--- src/rtl/mem_refill_arbiter_if.sv ---
// ---------------------------------------------------------------------------
// mem_refill_arbiter_if
//
// Purpose:
//   Bundles the three sides of the refill arbiter into one interface:
//   the icache refill client, the dcache refill/writeback client and the
//   block-burst memory port.
//
// Modports:
//   master - the arbiter's view. It owns the memory request and routes
//            beats back to the clients.
//   slave  - the surrounding environment's view: the clients plus memory.
//
// Signal summary (direction as seen by the arbiter / master modport):
//   ic_req    in   icache refill request, held until ic_done
//   ic_addr   in   icache miss address
//   ic_gnt    out  icache owns the memory port
//   ic_rvalid out  read beat valid for icache
//   ic_rdata  out  read beat data for icache
//   ic_done   out  one-cycle pulse after the final icache beat
//   dc_req    in   dcache request, held until dc_done
//   dc_we     in   1 = writeback, 0 = refill (sampled at arbitration)
//   dc_addr   in   dcache block address
//   dc_wdata  in   writeback beat data
//   dc_wready out  current dc_wdata beat consumed this cycle
//   dc_gnt    out  dcache owns the memory port
//   dc_rvalid out  read beat valid for dcache
//   dc_rdata  out  read beat data for dcache
//   dc_done   out  one-cycle pulse after the final dcache beat
//   mem_req   out  burst request to memory
//   mem_we    out  burst direction
//   mem_addr  out  block-aligned burst address
//   mem_ack   in   memory accepted the request
//   mem_rvalid in  read beat valid
//   mem_rdata in   read beat data
//   mem_wready in  memory consumed the write beat
//   mem_wdata out  write beat data
// ---------------------------------------------------------------------------
interface mem_refill_arbiter_if;

  // icache client
  logic        ic_req;
  logic [31:0] ic_addr;
  logic        ic_gnt;
  logic        ic_rvalid;
  logic [31:0] ic_rdata;
  logic        ic_done;

  // dcache client
  logic        dc_req;
  logic        dc_we;
  logic [31:0] dc_addr;
  logic [31:0] dc_wdata;
  logic        dc_wready;
  logic        dc_gnt;
  logic        dc_rvalid;
  logic [31:0] dc_rdata;
  logic        dc_done;

  // memory port
  logic        mem_req;
  logic        mem_we;
  logic [31:0] mem_addr;
  logic        mem_ack;
  logic        mem_rvalid;
  logic [31:0] mem_rdata;
  logic        mem_wready;
  logic [31:0] mem_wdata;

  modport master (
    input  ic_req, ic_addr,
    input  dc_req, dc_we, dc_addr, dc_wdata,
    input  mem_ack, mem_rvalid, mem_rdata, mem_wready,
    output ic_gnt, ic_rvalid, ic_rdata, ic_done,
    output dc_wready, dc_gnt, dc_rvalid, dc_rdata, dc_done,
    output mem_req, mem_we, mem_addr, mem_wdata
  );

  modport slave (
    output ic_req, ic_addr,
    output dc_req, dc_we, dc_addr, dc_wdata,
    output mem_ack, mem_rvalid, mem_rdata, mem_wready,
    input  ic_gnt, ic_rvalid, ic_rdata, ic_done,
    input  dc_wready, dc_gnt, dc_rvalid, dc_rdata, dc_done,
    input  mem_req, mem_we, mem_addr, mem_wdata
  );

endinterface

--- src/rtl/mem_refill_arbiter.sv ---
// ---------------------------------------------------------------------------
// mem_refill_arbiter
//
// Purpose:
//   Shares one block-burst memory port between the icache refill path and
//   the dcache refill/writeback path. One requester is chosen, its block
//   address is aligned and presented as a burst, the per-word beats are
//   routed back to the winner, and a one-cycle done pulse closes the burst.
//
// Ports:
//   clk    rising-edge clock
//   reset  synchronous, active-low reset
//   bus    mem_refill_arbiter_if.master (client and memory signals)
//
// Parameters:
//   WORDSPERBLOCK  32-bit words per burst, power of two, 2..16
//   OFFSETBITS     byte-offset bits cleared when aligning, log2(WORDSPERBLOCK*4)
//
// Optional feature:
//   MEM_REFILL_ARBITER_RR_EN - when defined, simultaneous requests are
//   resolved round-robin using a one-bit last_owner register (resets to
//   icache). When undefined, dcache always wins over icache.
// ---------------------------------------------------------------------------
module mem_refill_arbiter #(
  parameter int WORDSPERBLOCK = 4,
  parameter int OFFSETBITS    = 4
) (
  input  logic                 clk,
  input  logic                 reset,
  mem_refill_arbiter_if.master bus
);

  localparam int                CNT_W     = (WORDSPERBLOCK > 1) ? $clog2(WORDSPERBLOCK) : 1;
  localparam logic [CNT_W-1:0]  LAST_BEAT = CNT_W'(WORDSPERBLOCK - 1);
  localparam logic [31:0]       ADDR_MASK = ~((32'd1 << OFFSETBITS) - 32'd1);

  typedef enum logic [1:0] {
    IDLE,
    REQ,
    BURST,
    DONE
  } state_t;

  typedef enum logic [1:0] {
    OWN_NONE,
    OWN_IC,
    OWN_DC
  } owner_t;

  state_t           state;
  owner_t           owner;
  logic [CNT_W-1:0] beat_cnt;

  logic             ic_gnt_q;
  logic             dc_gnt_q;
  logic             ic_done_q;
  logic             dc_done_q;
  logic             mem_req_q;
  logic             mem_we_q;
  logic [31:0]      mem_addr_q;

  logic             pick_dc;
  logic             in_burst;
  logic             ic_reading;
  logic             dc_reading;
  logic             dc_writing;
  logic             beat_fire;

`ifdef MEM_REFILL_ARBITER_RR_EN
  // Remembers who held the port last so a tie goes to the other side.
  logic             last_owner_dc;

  // Round-robin choice: a lone requester always wins; on a tie the side
  // that did not own the previous burst wins.
  always_comb begin
    pick_dc = bus.dc_req;
    if (bus.dc_req && bus.ic_req) begin
      pick_dc = !last_owner_dc;
    end
  end
`else
  // Fixed priority: dcache wins whenever it is requesting.
  always_comb begin
    pick_dc = bus.dc_req;
  end
`endif

  // Beat routing is only live while a burst is in progress, so stray
  // memory beats in IDLE/REQ/DONE never reach a client. The icache never
  // writes, so its ownership implies a read burst.
  always_comb begin
    in_burst   = (state == BURST);
    ic_reading = in_burst && (owner == OWN_IC);
    dc_reading = in_burst && (owner == OWN_DC) && !mem_we_q;
    dc_writing = in_burst && (owner == OWN_DC) &&  mem_we_q;
    beat_fire  = (ic_reading || dc_reading) ? bus.mem_rvalid :
                 (dc_writing ? bus.mem_wready : 1'b0);
  end

  // Main arbiter FSM. All client/memory control outputs are registered
  // here; only the per-beat data path below is combinational. The done
  // pulse is raised on entry to DONE and cleared by the default on the
  // next edge, so it is exactly one cycle wide. Grant is held through DONE
  // and dropped on the way back to IDLE, which leaves at least one IDLE
  // cycle between bursts.
  always_ff @(posedge clk) begin
    if (!reset) begin
      state      <= IDLE;
      owner      <= OWN_NONE;
      beat_cnt   <= '0;
      ic_gnt_q   <= 1'b0;
      dc_gnt_q   <= 1'b0;
      ic_done_q  <= 1'b0;
      dc_done_q  <= 1'b0;
      mem_req_q  <= 1'b0;
      mem_we_q   <= 1'b0;
      mem_addr_q <= '0;
`ifdef MEM_REFILL_ARBITER_RR_EN
      last_owner_dc <= 1'b0;
`endif
    end else begin
      ic_done_q <= 1'b0;
      dc_done_q <= 1'b0;

      case (state)
        IDLE: begin
          if (bus.ic_req || bus.dc_req) begin
            state     <= REQ;
            mem_req_q <= 1'b1;
            if (pick_dc) begin
              owner      <= OWN_DC;
              dc_gnt_q   <= 1'b1;
              mem_we_q   <= bus.dc_we;
              mem_addr_q <= bus.dc_addr & ADDR_MASK;
            end else begin
              owner      <= OWN_IC;
              ic_gnt_q   <= 1'b1;
              mem_we_q   <= 1'b0;
              mem_addr_q <= bus.ic_addr & ADDR_MASK;
            end
          end
        end

        REQ: begin
          if (bus.mem_ack) begin
            mem_req_q <= 1'b0;
            beat_cnt  <= '0;
            state     <= BURST;
          end
        end

        BURST: begin
          if (beat_fire) begin
            beat_cnt <= beat_cnt + CNT_W'(1);
            if (beat_cnt == LAST_BEAT) begin
              state     <= DONE;
              ic_done_q <= (owner == OWN_IC);
              dc_done_q <= (owner == OWN_DC);
            end
          end
        end

        DONE: begin
          state      <= IDLE;
          owner      <= OWN_NONE;
          ic_gnt_q   <= 1'b0;
          dc_gnt_q   <= 1'b0;
          mem_we_q   <= 1'b0;
          mem_addr_q <= '0;
`ifdef MEM_REFILL_ARBITER_RR_EN
          last_owner_dc <= (owner == OWN_DC);
`endif
        end

        default: begin
          state <= IDLE;
        end
      endcase
    end
  end

  // Registered control outputs.
  assign bus.ic_gnt   = ic_gnt_q;
  assign bus.dc_gnt   = dc_gnt_q;
  assign bus.ic_done  = ic_done_q;
  assign bus.dc_done  = dc_done_q;
  assign bus.mem_req  = mem_req_q;
  assign bus.mem_we   = mem_we_q;
  assign bus.mem_addr = mem_addr_q;

  // Combinational beat path, gated by ownership and direction so the
  // non-owner always sees zeros.
  assign bus.ic_rvalid = ic_reading && bus.mem_rvalid;
  assign bus.ic_rdata  = ic_reading ? bus.mem_rdata : 32'd0;
  assign bus.dc_rvalid = dc_reading && bus.mem_rvalid;
  assign bus.dc_rdata  = dc_reading ? bus.mem_rdata : 32'd0;
  assign bus.dc_wready = dc_writing && bus.mem_wready;
  assign bus.mem_wdata = dc_writing ? bus.dc_wdata : 32'd0;

endmodule

--- src/flat_wrapper.sv ---
// flat-port wrapper written by rule: the top's interface ports become plain ports
module mem_refill_arbiter_flat 
#(
  parameter int WORDSPERBLOCK = 4,
  parameter int OFFSETBITS    = 4
)
  (clk, reset, bus_ic_req, bus_ic_addr, bus_dc_req, bus_dc_we, bus_dc_addr, bus_dc_wdata, bus_mem_ack, bus_mem_rvalid, bus_mem_rdata, bus_mem_wready, bus_ic_gnt, bus_ic_rvalid, bus_ic_rdata, bus_ic_done, bus_dc_wready, bus_dc_gnt, bus_dc_rvalid, bus_dc_rdata, bus_dc_done, bus_mem_req, bus_mem_we, bus_mem_addr, bus_mem_wdata);
  mem_refill_arbiter_if bus_i ();
  input  logic clk;
  input  logic reset;
  input wire logic [$bits(bus_i.ic_req)-1:0] bus_ic_req;
  input wire logic [$bits(bus_i.ic_addr)-1:0] bus_ic_addr;
  input wire logic [$bits(bus_i.dc_req)-1:0] bus_dc_req;
  input wire logic [$bits(bus_i.dc_we)-1:0] bus_dc_we;
  input wire logic [$bits(bus_i.dc_addr)-1:0] bus_dc_addr;
  input wire logic [$bits(bus_i.dc_wdata)-1:0] bus_dc_wdata;
  input wire logic [$bits(bus_i.mem_ack)-1:0] bus_mem_ack;
  input wire logic [$bits(bus_i.mem_rvalid)-1:0] bus_mem_rvalid;
  input wire logic [$bits(bus_i.mem_rdata)-1:0] bus_mem_rdata;
  input wire logic [$bits(bus_i.mem_wready)-1:0] bus_mem_wready;
  output wire logic [$bits(bus_i.ic_gnt)-1:0] bus_ic_gnt;
  output wire logic [$bits(bus_i.ic_rvalid)-1:0] bus_ic_rvalid;
  output wire logic [$bits(bus_i.ic_rdata)-1:0] bus_ic_rdata;
  output wire logic [$bits(bus_i.ic_done)-1:0] bus_ic_done;
  output wire logic [$bits(bus_i.dc_wready)-1:0] bus_dc_wready;
  output wire logic [$bits(bus_i.dc_gnt)-1:0] bus_dc_gnt;
  output wire logic [$bits(bus_i.dc_rvalid)-1:0] bus_dc_rvalid;
  output wire logic [$bits(bus_i.dc_rdata)-1:0] bus_dc_rdata;
  output wire logic [$bits(bus_i.dc_done)-1:0] bus_dc_done;
  output wire logic [$bits(bus_i.mem_req)-1:0] bus_mem_req;
  output wire logic [$bits(bus_i.mem_we)-1:0] bus_mem_we;
  output wire logic [$bits(bus_i.mem_addr)-1:0] bus_mem_addr;
  output wire logic [$bits(bus_i.mem_wdata)-1:0] bus_mem_wdata;
  assign bus_i.ic_req = bus_ic_req;
  assign bus_i.ic_addr = bus_ic_addr;
  assign bus_i.dc_req = bus_dc_req;
  assign bus_i.dc_we = bus_dc_we;
  assign bus_i.dc_addr = bus_dc_addr;
  assign bus_i.dc_wdata = bus_dc_wdata;
  assign bus_i.mem_ack = bus_mem_ack;
  assign bus_i.mem_rvalid = bus_mem_rvalid;
  assign bus_i.mem_rdata = bus_mem_rdata;
  assign bus_i.mem_wready = bus_mem_wready;
  assign bus_ic_gnt = bus_i.ic_gnt;
  assign bus_ic_rvalid = bus_i.ic_rvalid;
  assign bus_ic_rdata = bus_i.ic_rdata;
  assign bus_ic_done = bus_i.ic_done;
  assign bus_dc_wready = bus_i.dc_wready;
  assign bus_dc_gnt = bus_i.dc_gnt;
  assign bus_dc_rvalid = bus_i.dc_rvalid;
  assign bus_dc_rdata = bus_i.dc_rdata;
  assign bus_dc_done = bus_i.dc_done;
  assign bus_mem_req = bus_i.mem_req;
  assign bus_mem_we = bus_i.mem_we;
  assign bus_mem_addr = bus_i.mem_addr;
  assign bus_mem_wdata = bus_i.mem_wdata;
  mem_refill_arbiter #(.WORDSPERBLOCK(WORDSPERBLOCK), .OFFSETBITS(OFFSETBITS)) u_core (.clk(clk), .reset(reset), .bus(bus_i));
endmodule
--- config.mk ---
export PLATFORM = sky130hd
export DESIGN_NAME = mem_refill_arbiter_flat
export DESIGN_NICKNAME = d
export VERILOG_FILES = /design/src/rtl/mem_refill_arbiter_if.sv /design/src/rtl/mem_refill_arbiter.sv /design/src/flat_wrapper.sv
export SDC_FILE = /design/constraint.sdc
export NUM_CORES = 1
export LEC_CHECK = 0
export CORE_ASPECT_RATIO = 0.6
export CORE_MARGIN = 5
export CORE_UTILIZATION = 32
export CTS_CLUSTER_DIAMETER = 60
export DETAILED_ROUTE_END_ITERATION = 6
export PLACE_DENSITY = 0.95
export SETUP_SLACK_MARGIN = 0.2
export SYNTH_ARGS = -nofsm -noshare
export SYNTH_HDL_FRONTEND = slang
export SYNTH_SLANG_ARGS = --single-unit
--- constraint.sdc ---
create_clock -name clk -period 3.2 [get_ports clk]
set_input_delay 0.64 -clock clk [delete_from_list [all_inputs] [get_ports clk]]
set_output_delay 0.64 -clock clk [all_outputs]
set_load 0.02 [all_outputs]
After elaboration in Yosys (flattened, before gate mapping). Index checks and enable logic that the tools add are counted.

Register bits after elaboration: 44. Input port bits: 136. Word-level logic and storage cells: 75. Output and inout port bits: 137.

Mux-type cells: 31. Add/sub/neg operators: 1. Equal/unequal tests: 12. Reduce and logical (&&, ||, !) cells: 21.

Operator list (number): 32-bit 2-to-1 mux (5); 32-bit case mux with 2 select lines (1); 2-bit 2-to-1 mux (8); 3-bit AND reduction (4); 1-bit 2-to-1 mux (10); 2-bit inequality test, second input constant (5); 2-bit == test, second input constant (4); 1-bit case mux with 2 select lines (4); 2-bit case mux with 2 select lines (2); 2-bit case mux with 4 select lines (1); 4-bit AND reduction (2); 1-bit logical AND (7); 2-bit nonzero test (3); 2-bit by 1-bit == test with 1-bit output, second input constant (2); 2-bit by 1-bit adder with 2-bit output, second input constant (1); 2-bit logical NOT (1); 1-bit logical OR (2); 2-bit by 1-bit inequality test with 1-bit output, second input constant (1); 2-bit AND reduction (1); 1-bit logical NOT (1).

Longest topological paths before layout.
Word-level depth: 7. Depth in mapped cells: 7. Gate-level depth less buffers: 6.

Least setup slack after synthesis. Ideal clock, no wire load.

Kind: register to output. From: reg u_core.state[0]. To: out bus_ic_rdata[0]. Path slack: 1.153 ns. Cell stages (with the launch flop): 7. Required time: 2.560 ns. Path buffers: 2. Arrival time: 1.407 ns. Cells stage by stage: dfxtp_1 -> inv_1 -> ha_1 -> buf_2 -> and3b_1 -> clkbuf_1 -> and2_1.

Longest elaborated chain between the ends: 3.

RTL lines: start, declared (line mem_refill_arbiter.sv:50) `state_t state;`; start signal, assigned (line mem_refill_arbiter.sv:108) `state <= IDLE;`; start signal, assigned (line mem_refill_arbiter.sv:128) `state <= REQ;`; start signal, assigned (line mem_refill_arbiter.sv:148) `state <= BURST;`; 2-bit == test (line mem_refill_arbiter.sv:92) `in_burst = (state == BURST);`; 1-bit logical AND (line mem_refill_arbiter.sv:93) `ic_reading = in_burst && (owner == OWN_IC);`; 32-bit 2-to-1 mux (line mem_refill_arbiter.sv:194) `assign bus.ic_rdata = ic_reading ? bus.mem_rdata : 32'd0;`; end, declared (line flat_wrapper.sv:23) `output wire logic [$bits(bus_i.ic_rdata)-1:0] bus_ic_rdata;`.

No other way between the ends.

Final worst setup path.
From: reg u_core.state[0]. To: out bus_dc_rdata[1].

Longest elaborated chain between the ends: 4.

RTL lines: 2-bit == test (line mem_refill_arbiter.sv:92); 1-bit logical AND (2 in a row) (line mem_refill_arbiter.sv:94) `dc_reading = in_burst && (owner == OWN_DC) && !mem_we_q;`; 32-bit 2-to-1 mux (line mem_refill_arbiter.sv:196) `assign bus.dc_rdata = dc_reading ? bus.mem_rdata : 32'd0;`; end, declared (line flat_wrapper.sv:28) `output wire logic [$bits(bus_i.dc_rdata)-1:0] bus_dc_rdata;`.

No other way between the ends.

==> results.md <==
* First-pass iteration count of the detailed router at 4
* Critical Path Max Stage Delay at 0.63 ns
* Final Setup Violations at 0
* Critical path depth in cells at 6
* Setup TNS at 0 ns
* Chip Height at 81.1 um
* Clk sinks at 40
* Slew headroom at 65.9%
* Yosys Warn Count at 0
* Drt wl/cell at about 17 um
* Worst-margin pin slew at about 0.5 ns
* Distinct cells, synth at 41
* Post-CTS Setup Inserts at 0
* Final RePlAce weighted congestion at 0.863
* Worst vdd ir at 265 uV
* Worst-path maximum fanout at 33
* CTS buffer count at 5
* Crit-path leading delay family: buffers and inverters
* Mapped cell area at 0.00270 mm^2
* Hold buffer count at cts at 0
* Syn Area/Cell at 7.23 um^2
* Antenna violations before repair at 0
* Clock-pin slew on the worst setup and hold paths at 0.06 ns
* Vias in the first global route at 3482
* Setup crit start: u_core.state[0]
* Die Area at 0.0104 mm^2
* GRT overflow at 0
* Post-DP HPWL at 9920 um
* First-pass GRT wire length at 18500 um
* Max frequency at ~0.34 GHz
* Final worst slack at 0.256 ns
* Cell taking the most area after synthesis: dfxtp_1
* Buf/Inv on CP at 3
* Post-synth top area share at 29.7%
* R2r startpoint: u_core.state[0]
* Placed instance count at between 700 and 800
* DRC at 0
* Vias per cell at 4.77
* Row cnt at 25
* Initial Utilization at about 34%
* Register area share after synthesis at 29.7%
* Period minus WS final at 2.94 ns
* Share of post-route cells with drive strength above 1 at 3.39%
* Core area at between 0.008 and 0.009 mm^2
* Synth top area cells: dfxtp_1 (30%), and2_1 (23%), a22oi_1 (8.4%), nand2_1 (7.7%), o21ai_0 (5.4%)
* Pre-CTS WS at around 0.41 ns
* H-tree depth at 2
* I/O pins at 273
* Max-cap violations at 0
* FF-to-FF path depth at 7
* Hold Crit Start: u_core.bus.ic_gnt
* Clock Skew at 0.00258 ns
* RSZ-0062 raised after global routing: no
* WP data required at 2.56 ns
* I/O Buffers at 260
* Final Non-Filler Cells at 728
* Drt total wl at 12300 um
* Diodes inserted at 0
* Post-synthesis register bit count at 40
* Setup crit end kind: output port
* Post-route ant nets at 0
* Initial drt markers at 132
* Final Cell Area at approximately 0.0055 mm^2
* CTS root buffer: clkbuf_16
* Kind of critical path: reg2out
* P&R area growth vs syn at 104%
* Worst Hold Path Cells at 2
* Hold Vio Cnt, Final at 0
* Clk_lat worst skew at roughly 0.27 ns
* CTS max path bufs at 2
* Synth Instances at roughly 370
* Final nets at 760
* CTS tree: done
* PwrDens at about 480 mW/mm^2
* Worst hold-check path type: reg2reg
* Crit-path cells: inv_1 > ha_4 > nor3b_2 > buf_6 > and2_1 > clkdlybuf4s50_1
* Worst EP arrival at 2.30 ns
* Run status: finished clean
* Slowest-stage cell, CP: clkdlybuf4s50_1
* Detailed-route via count at about 3500
* LEAKAGE at 2.14 nW
* Largest net degree at the start of global routing at 61
* Crit start category: register
* GRT Total Usage at between 20% and 30%
* Max-slew violations at 0
* Post-placement cell area at about 0.0053 mm^2
* Die Wd at 129 um
* Tcrit/Tclk final at between 90% and 100%
## cell families after synthesis
| group | Yosys count | share of synthesized area [%] |
|---|---|---|
| simple gates | 210 | 41.2 |
| compound gates | 77 | 18.8 |
| flops | 40 | 29.7 |
| buf+inv | 38 | 7.15 |
| fa+ha+maj | 5 | 2.32 |
| mux | 2 | 0.742 |
| other cells | 1 | 0.139 |
## final timing paths
kind                              to  slack (ns)
max                  bus_dc_rdata[1]        0.26
min                u_core.bus.ic_gnt        0.50
max reg2reg  u_core.bus.mem_addr[11]        1.19
min reg2reg        u_core.bus.ic_gnt        0.50
## per-stage QoR
stage                     total power [mW]  util, %  hold WS (ns)
after detailed placement              2.12     66.3         0.499
after global routing                  2.81     68.4         0.542
after global placement                2.06     66.3         0.483
final                                 2.65     68.4         0.500
after CTS                             2.64     68.2         0.508
after floorplan                       1.55        -         0.472
## sequential cells by signal, indices dropped and copies added (netlist names)
| signal | flops |
|---|---|
| u_core.beat_cnt | 2 |
| u_core.bus.mem_we | 1 |
| u_core.state | 2 |
| u_core.bus.ic_gnt | 1 |
| u_core.bus.mem_addr | 28 |
| u_core.bus.dc_done | 1 |
| u_core.owner | 2 |
| u_core.bus.ic_done | 1 |
| u_core.bus.dc_gnt | 1 |
| u_core.bus.mem_req | 1 |
## metal layers
metal | global-route usage (%) | routed length [um] | vias to the layer above | share of wire (%)
li1 | - | - | 1725 | -
met1 | 25.5 | 4790 | 1597 | 39
met2 | 42.1 | 6540 | 137 | 53
met3 | 5.19 | 796 | 16 | 6.5
met4 | 5.56 | 191 | 0 | 1.6
met5 | 0 | 0 | - | 0
## cell usage in the layout, fill, tap and decap left out, types with 2 or more instances in the layout
cell,instances
and2_1,99
ha_1,4
nor2b_1,2
nand2_1,55
nor3_1,2
o21ai_0,29
a22oi_1,30
a21oi_1,5
buf_4,6
nand3_1,2
inv_1,5
nor3b_1,2
a211oi_1,3
dfxtp_1,40
conb_1,4
buf_6,2
clkdlybuf4s50_1,259
nor2_1,35
mux2i_1,2
clkbuf_1,2
clkbuf_16,5
nand2b_1,3
## what timing repair did
item,4_1_cts,5_1_grt
resized for setup,1,3
pin swaps,0,0
endpoints found under the setup margin,68,85
## where the power goes
| group | total [mW] | switching [mW] | internal [mW] |
|---|---|---|---|
| combinational | 1.42 | 0.779 | 0.645 |
| clock | 0.498 | 0.187 | 0.311 |
| sequential | 0.723 | 0.0907 | 0.633 |
| total | 2.65 | 1.06 | 1.59 |
## synth_stat cells
cell type / n
a211oi_1: 3
a21boi_0: 1
a21o_1: 1
a21oi_1: 5
a22o_1: 1
a22oi_1: 30
a32oi_1: 1
a41o_1: 1
and2_1: 99
and2_4: 1
and3b_1: 1
and4_1: 1
and4b_1: 1
buf_2: 10
buf_4: 4
buf_6: 3
clkbuf_1: 15
clkinv_1: 1
conb_1: 1
dfxtp_1: 40
ha_1: 5
inv_1: 5
mux2i_1: 2
nand2_1: 55
nand2b_1: 3
nand3_1: 2
nand3b_1: 1
nand4_1: 1
nand4b_1: 1
nor2_1: 35
nor2b_1: 3
nor3_1: 2
nor3b_1: 2
nor3b_2: 1
o211ai_1: 1
o21ai_0: 29
o21ai_1: 1
o21ai_2: 1
o311ai_2: 1
o31a_1: 1
or3b_1: 1
## tightest hold or removal path, stage by stage (launching register included)
cell	delay [ns]
dfxtp_1	0.31
nor2_1	0.09
a211oi_1	0.05
## cell type report
| class | instances | area, um^2 |
|---|---|---|
| Clock buffer | 8 | 146 |
| Fill cell | 590 | 2540 |
| Inverter | 6 | 22.5 |
| Multi-Input combinational cell | 298 | 1730 |
| Sequential cell | 40 | 801 |
| Tap cell | 108 | 135 |
| Timing Repair Buffer | 268 | 2670 |
Power figures use the tool's default switching activity.
